--- config.mk ---
export PLATFORM = sky130hd
export DESIGN_NAME = mini_alu_core
export DESIGN_NICKNAME = d
export VERILOG_FILES = /design/src/rtl/mini_alu_core_pkg.sv /design/src/rtl/ret_stack.sv /design/src/rtl/mini_alu_core.sv
export SDC_FILE = /design/constraint.sdc
export NUM_CORES = 1
export LEC_CHECK = 0
export ABC_CLOCK_PERIOD_IN_PS = 7500
export CORE_MARGIN = 4
export CORE_UTILIZATION = 45
export CTS_CLUSTER_DIAMETER = 50
export DETAILED_ROUTE_END_ITERATION = 8
export GPL_TIMING_DRIVEN = 1
export PLACE_DENSITY = 0.73
export SLEW_MARGIN = 20
export SYNTH_ARGS = -nofsm -noshare
export SYNTH_HDL_FRONTEND = slang
export SYNTH_SLANG_ARGS = --single-unit
--- constraint.sdc ---
create_clock -name Clock -period 7.5 [get_ports Clock]
set_clock_uncertainty 0.1 [all_clocks]
set_input_delay 1.5 -clock Clock [delete_from_list [all_inputs] [get_ports Clock]]
set_output_delay 1.5 -clock Clock [all_outputs]
set_load 0.05 [all_outputs]
--- src/rtl/mini_alu_core_pkg.sv ---
// Shared definitions for mini_alu_core: instruction word layout and opcodes.
// Instruction word: [27:24] opcode, [23:16] dest/target, [15:8] src1, [7:0] src0.
package mini_alu_core_pkg;

  localparam int INSTR_W = 28;
  localparam int OPC_W   = 4;
  localparam int FLD_W   = 8;
  localparam int OPC_LSB = 24;
  localparam int DST_LSB = 16;
  localparam int S1_LSB  = 8;
  localparam int S0_LSB  = 0;

  typedef enum logic [OPC_W-1:0] {
    OP_NOP  = 4'd0,
    OP_STO  = 4'd1,
    OP_BLE  = 4'd2,
    OP_BGE  = 4'd3,
    OP_JMP  = 4'd4,
    OP_ADD  = 4'd5,
    OP_INC  = 4'd6,
    OP_CALL = 4'd7,
    OP_RET  = 4'd8,
    OP_VGA  = 4'd9,
    OP_SUB  = 4'd10,
    OP_BEQ  = 4'd11
  } opcode_e;

endpackage

--- src/rtl/ret_stack.sv ---
// Return-address LIFO for mini_alu_core.
// Ports: clk_i/rst_i (async active-high), push_i/data_i write a new top,
// pop_i discards the top, top_o shows the current top, full_o/empty_o/level_o
// report occupancy. Push when full and pop when empty are ignored.
module ret_stack #(
  parameter int DEPTH = 4,
  parameter int W     = 16,
  localparam int LVL_W = $clog2(DEPTH + 1)
) (
  input  logic             clk_i,
  input  logic             rst_i,
  input  logic             push_i,
  input  logic             pop_i,
  input  logic [W-1:0]     data_i,
  output logic [W-1:0]     top_o,
  output logic             full_o,
  output logic             empty_o,
  output logic [LVL_W-1:0] level_o
);

  localparam int AW = (DEPTH > 1) ? $clog2(DEPTH) : 1;

  logic [W-1:0]     mem_q [DEPTH];
  logic [LVL_W-1:0] lvl_q, lvl_d;
  logic [AW-1:0]    wr_idx, top_idx;

  assign full_o  = (lvl_q == LVL_W'(DEPTH));
  assign empty_o = (lvl_q == '0);
  assign level_o = lvl_q;
  assign wr_idx  = AW'(lvl_q);
  assign top_idx = AW'(lvl_q - LVL_W'(1));
  assign top_o   = mem_q[top_idx];

  always_comb begin
    lvl_d = lvl_q;
    if (push_i && !full_o)      lvl_d = lvl_q + LVL_W'(1);
    else if (pop_i && !empty_o) lvl_d = lvl_q - LVL_W'(1);
  end

  always_ff @(posedge clk_i or posedge rst_i) begin
    if (rst_i) lvl_q <= '0;
    else       lvl_q <= lvl_d;
  end

  // Entries carry no reset: only slots below the level are ever read.
  always_ff @(posedge clk_i) begin
    if (push_i && !full_o) mem_q[wr_idx] <= data_i;
  end

endmodule

--- src/rtl/mini_alu_core.sv ---
// mini_alu_core: two-step (fetch/decode, execute) ALU sequencer.
// Ports: Clock, Reset (async active-high), iRun (0 freezes the core),
// iInstruction (ROM data for oIP), oIP (fetch address incl. branch redirect),
// oVgaWe/oVgaAddr/oVgaData (pixel write), oFault (sticky stack error),
// oStackLevel (return stack occupancy).
module mini_alu_core
  import mini_alu_core_pkg::*;
#(
  parameter int DATA_W      = 16,
  parameter int IP_W        = 16,
  parameter int REG_COUNT   = 8,
  parameter int STACK_DEPTH = 4,
  parameter int PIXEL_W     = 3
) (
  input  logic                               Clock,
  input  logic                               Reset,
  input  logic                               iRun,
  input  logic [INSTR_W-1:0]                 iInstruction,
  output logic [IP_W-1:0]                    oIP,
  output logic                               oVgaWe,
  output logic [15:0]                        oVgaAddr,
  output logic [PIXEL_W-1:0]                 oVgaData,
  output logic                               oFault,
  output logic [$clog2(STACK_DEPTH+1)-1:0]   oStackLevel
);

  localparam int RA_W = (REG_COUNT > 1) ? $clog2(REG_COUNT) : 1;

  function automatic logic [RA_W-1:0] reg_idx(input logic [FLD_W-1:0] f);
    return RA_W'(int'(f) % REG_COUNT);
  endfunction

  logic [IP_W-1:0]   ip_q, ip_d, ex_ip_q;
  logic [OPC_W-1:0]  ex_op_q;
  logic [FLD_W-1:0]  ex_dest_q, ex_src1_q, ex_src0_q;
  logic              fault_q, fault_d;
  logic [DATA_W-1:0] rf_q [REG_COUNT];
  logic [DATA_W-1:0] rd1, rd0, rf_wd;
  logic              rf_we, taken, push, pop, fault_set, is_vga;
  logic [IP_W-1:0]   target, stk_top;
  logic              stk_full, stk_empty;

  assign rd1 = rf_q[reg_idx(ex_src1_q)];
  assign rd0 = rf_q[reg_idx(ex_src0_q)];

  // ---- Execute stage: combinational from the decode register ----
  always_comb begin
    taken     = 1'b0;
    target    = IP_W'(ex_dest_q);
    rf_we     = 1'b0;
    rf_wd     = '0;
    push      = 1'b0;
    pop       = 1'b0;
    fault_set = 1'b0;
    case (ex_op_q)
      OP_STO:  begin rf_we = 1'b1; rf_wd = DATA_W'({ex_src1_q, ex_src0_q}); end
      OP_BLE:  taken = (rd1 <= rd0);
      OP_BGE:  taken = (rd1 >= rd0);
      OP_JMP:  taken = 1'b1;
      OP_ADD:  begin rf_we = 1'b1; rf_wd = rd1 + rd0; end
      OP_INC:  begin rf_we = 1'b1; rf_wd = rd1 + DATA_W'(1); end
      OP_SUB:  begin rf_we = 1'b1; rf_wd = rd1 - rd0; end
      OP_BEQ:  taken = (rd1 == rd0);
      // A CALL that cannot push degrades to NOP and only raises the fault.
      OP_CALL: begin
        if (stk_full) fault_set = 1'b1;
        else begin push = 1'b1; taken = 1'b1; end
      end
      OP_RET: begin
        if (stk_empty) fault_set = 1'b1;
        else begin pop = 1'b1; taken = 1'b1; target = stk_top; end
      end
      default: ;
    endcase
  end

  // A stalled core must not redirect: oIP shows the held IP register.
  assign oIP     = (iRun && taken) ? target : ip_q;
  assign ip_d    = oIP + IP_W'(1);
  assign fault_d = fault_q | (iRun & fault_set);

  assign is_vga   = (ex_op_q == OP_VGA);
  assign oVgaWe   = iRun && is_vga;
  assign oVgaAddr = is_vga ? {rd1[7:0], rd0[7:0]} : 16'h0000;
  assign oVgaData = is_vga ? ex_dest_q[PIXEL_W-1:0] : '0;
  assign oFault   = fault_q;

  ret_stack #(.DEPTH(STACK_DEPTH), .W(IP_W)) u_stack (
    .clk_i   (Clock),
    .rst_i   (Reset),
    .push_i  (iRun & push),
    .pop_i   (iRun & pop),
    .data_i  (ex_ip_q + IP_W'(1)),
    .top_o   (stk_top),
    .full_o  (stk_full),
    .empty_o (stk_empty),
    .level_o (oStackLevel)
  );

  // ---- Fetch/decode stage: IP and decode register ----
  always_ff @(posedge Clock or posedge Reset) begin
    if (Reset) begin
      ip_q      <= '0;
      ex_ip_q   <= '0;
      ex_op_q   <= OP_NOP;
      ex_dest_q <= '0;
      ex_src1_q <= '0;
      ex_src0_q <= '0;
      fault_q   <= 1'b0;
    end else if (iRun) begin
      ip_q      <= ip_d;
      ex_ip_q   <= oIP;
      ex_op_q   <= iInstruction[OPC_LSB +: OPC_W];
      ex_dest_q <= iInstruction[DST_LSB +: FLD_W];
      ex_src1_q <= iInstruction[S1_LSB +: FLD_W];
      ex_src0_q <= iInstruction[S0_LSB +: FLD_W];
      fault_q   <= fault_d;
    end
  end

  // Reset forces the decode register to NOP, so no write lands during reset.
  always_ff @(posedge Clock) begin
    if (iRun && rf_we) rf_q[reg_idx(ex_dest_q)] <= rf_wd;
  end

endmodule

==> qor.yml <==
run_status:
  status: "completed"
floorplan:
  dieArea_um2: 33100
  initial_core_util: 0.458
  die_width_um: 182
  pin_count: 71
  rows: 63
  die-height_um: 182
  core_um2: 29700
timing:
  fmax_ghz: 0.139
  tns_ns: 0
  max-slew-margin-rel: 0.244
  tightest_slew_ns: 1.12
  period_share: 0.959
  final_hold_viol_count: 0
  post-route-min-period_ns: 7.19
  finalMaxSlewViolations: 0
  setup_viol: 0
  grt_setup_unrepaired: "no"
yosys:
  avgSynthCellArea_um2: 14.1
  synth_seq_cells: 256
  synth-simple-area-share: 0.0784
  synthDistinctLibCells: 68
  yosys_warnings: 0
  yosys-top-cells-area: "edfxtp_1 (42%), mux4_2 (13%), dfrtp_1 (12%), mux2_2 (5.8%), ha_1 (3.6%)"
  synth_compound_area_frac: 0.0661
  postSynthCellCount: 962
  synthXorXnorAreaFrac: 0.0322
  synth_flop_cell: "edfxtp_1"
  synth-adder-area-share: 0.0388
  yosys.area.top_type_share: 0.424
  yosysSeqAreaShare: 0.542
  synth_area_leader_cell: "edfxtp_1"
  syn_area_um2: 13600
  muxShareOfSynthArea: 0.218
  ys_async_sr_fraction: 0.250
  synth_top_family_by_area: "multiplexers"
  synth_edf_count: 192
  syn_nets: 1034
run:
  maxCapViolations: 0
placement:
  placed_area_um2: 14700
  port_buffers: 70
  dp_hpwl_mm: 21.8
  gp_congestion: 0.918
pwr:
  p_seq_frac: 0.366
  switching_share: 0.326
  p_total_w: 0.00505
  peakVddDrop_mv: 0.233
  leakage_nw: 5.69
  comb_power_share: 0.313
  p_sw_w: 0.00165
  p_clk_frac: 0.321
  internal-power_w: 0.00340
  powerDensity_nw_per_um2: 318
grt:
  overflow: 0
  antenna_found_initial: 0
  grt_pass1_vias: 8866
  grt_pass1_wl_mm: 50.3
  grt_use_total: 0.192
  grt_max_degree: 65
worst_setup_path:
  setup.worst_path.class: "reg2out"
  r2r-start: "ex_src1_q[0]$_DFFE_PP0P_"
  path_max_fanout: 22
  end_kind: "primary output"
  r2r_slack_ns: 1.64
  cp.arrival_ns: 5.59
  start_kind: "flip-flop"
  worstReg2RegEnd: "ip_q[14]$_DFFE_PP0P_"
  critPathRequiredTime_ns: 5.90
  r2r_cells: 15
detailed_routing:
  drt-initial-drc-count: 859
  ant_nets: 0
  first_pass_iters: 5
  vias_per_cell: 5.96
  drc: 0
  wl_mm: 31.9
  dr_total_vias: 8662
  drt-wirelength-per-cell_um: 22.0
final_layout:
  area_delta_synth_final_pct: 16.7
  fin_area_um2: 15900
  antenna_cells: 0
  post-route-util: 0.534
  drive_above_1_share: 0.242
  fill_cells: 2398
  fin_nets: 1111
hold_path:
  hold_depth: 1
  hold_start: "oFault$_DFFE_PP0P_"
  min_path_type: "reg2reg"
  min_to: "oFault$_DFFE_PP0P_"
clock_tree:
  cts_max_path_buffers: 3
  clk_pin_slew_ns: 0.06
  post_cts_buffers: 0
  h-tree-depth: 1
  cts_resized: 0
  cts_made_buffers: 31
  clock-sinks: 256
  insertion_delay_ns: 0.57
  clockRootBuffer: "clkbuf_16"
  ctsHoldBuffers: 0
  cts_tree: "done"
registers in the layout, indices dropped and copies added, names as in the netlist:
signal	count
u_stack.level_o	3
oFault	1
ex_dest_q	8
rf_q	128
ex_op_q	4
ex_ip_q	16
u_stack.mem_q	64
ip_q	16
ex_src0_q	8
ex_src1_q	8
cells in the mapped netlist (6+ instances only):
library cell  instances
a22oi_1              11
xnor2_1              34
nor3_1               15
nor2_1               75
a21oi_1              31
o21ai_0              34
o21a_1                9
ha_1                 39
nand2_1              32
buf_2                 6
buf_1                10
and2_1               14
a21o_1                8
nor2b_1               6
nand2b_1              8
clkbuf_1             28
o211ai_1              9
nand3_1              24
mux2i_1              34
inv_1                31
xor2_1               16
edfxtp_1            192
nand4_1              10
mux2_2               70
and3_1               10
mux4_2               80
dfrtp_1              64
layer usage:
metal  vias up  track usage  wire length [µm]  share of wire
met1      4381        0.266             13500           0.42
met5         -            0                 0              0
met3        66       0.0284              2070          0.065
li1       3902            -                 -              -
met4         0       0.0603              1020          0.032
met2       313        0.315             15300           0.48
critical path, cell delays in order (launching register included):
cell     delay, ns
dfrtp_2       0.76
buf_4         0.44
mux4_2        0.55
mux2_2        0.30
ha_1          0.37
nand4_1       0.19
or4_4         0.53
nor3_2        0.19
o31a_1        0.15
o311a_1       0.45
buf_4         0.41
mux2_2        0.44
buf_4         0.21
layout by cell type (no fill, tap or decap), types with 4 or more instances in the layout:
master	synthesis	layout
edfxtp_1	192	192
mux4_2	80	80
nor2_1	75	75
mux2_2	70	70
dfrtp_1	64	62
clkdlybuf4s50_1	0	57
ha_1	39	39
buf_4	1	35
mux2i_1	34	34
xnor2_1	34	34
o21ai_0	34	33
nand2_1	32	32
a21oi_1	31	31
clkbuf_16	0	31
inv_1	31	30
nand3_1	24	24
xor2_1	16	16
and2_1	14	14
nor3_1	15	12
a22oi_1	11	11
nand4_1	10	10
and3_1	10	10
o211ai_1	9	9
o21a_1	9	9
nand2b_1	8	8
a21o_1	8	8
bufinv_16	0	7
nor2b_1	6	6
or3_1	5	5
clkbuf_1	28	5
clkinv_2	0	5
clkinvlp_4	0	4
cells by family (layout without fill, tap and decap cells):
kind of cell,Yosys count,count (layout)
flops,256,256
compound gates,134,134
fa+ha+maj,41,41
xor+xnor,50,50
simple gates,215,215
mux,186,186
buf+inv,80,182
through the flow:
step | cells | hold slack, ns | worst slack (ns)
floorplan | 962 | 0.352 | 0.572
global placement | 1396 | 0.364 | 0.967
detailed placement | 1396 | 0.369 | 0.869
CTS | 1454 | 0.388 | 0.269
global route | 1454 | 0.402 | 0.00967
finish | 1454 | 0.385 | 0.308
power by group through the flow:
stage,clock network (W),logic (W),registers (W)
after floorplan,0,0.00117,0.00185
after global placement,0,0.00156,0.00187
after detailed placement,0,0.00157,0.00187
after CTS,0.00165,0.00158,0.00185
after global routing,0.00171,0.00172,0.00186
final,0.00162,0.00158,0.00185
layout make-up:
type	instances	area [µm²]	area share
inverters	31	116	0.00733
repair buffers	93	853	0.0538
clock buffers	37	808	0.0509
multi-input cells	626	5920	0.373
well taps	390	488	0.0307
clock inverters	21	318	0.0200
flip-flops and latches	256	7370	0.464
how the worst max path moves through the flow:
stage	from	end	slack (ns)	depth (start not counted)
floorplan	ex_src1_q[0]$_DFFE_PP0P_	oIP[15]	0.57	14
global placement	ex_src1_q[0]$_DFFE_PP0P_	oIP[3]	0.97	12
detailed placement	ex_src1_q[0]$_DFFE_PP0P_	oIP[11]	0.87	12
CTS	ex_src1_q[0]$_DFFE_PP0P_	oIP[11]	0.27	12
global route	ex_src1_q[0]$_DFFE_PP0P_	oIP[9]	0.01	14
finish	ex_src1_q[0]$_DFFE_PP0P_	oIP[2]	0.31	12
Note: power is estimated with default switching activity, not from simulation.
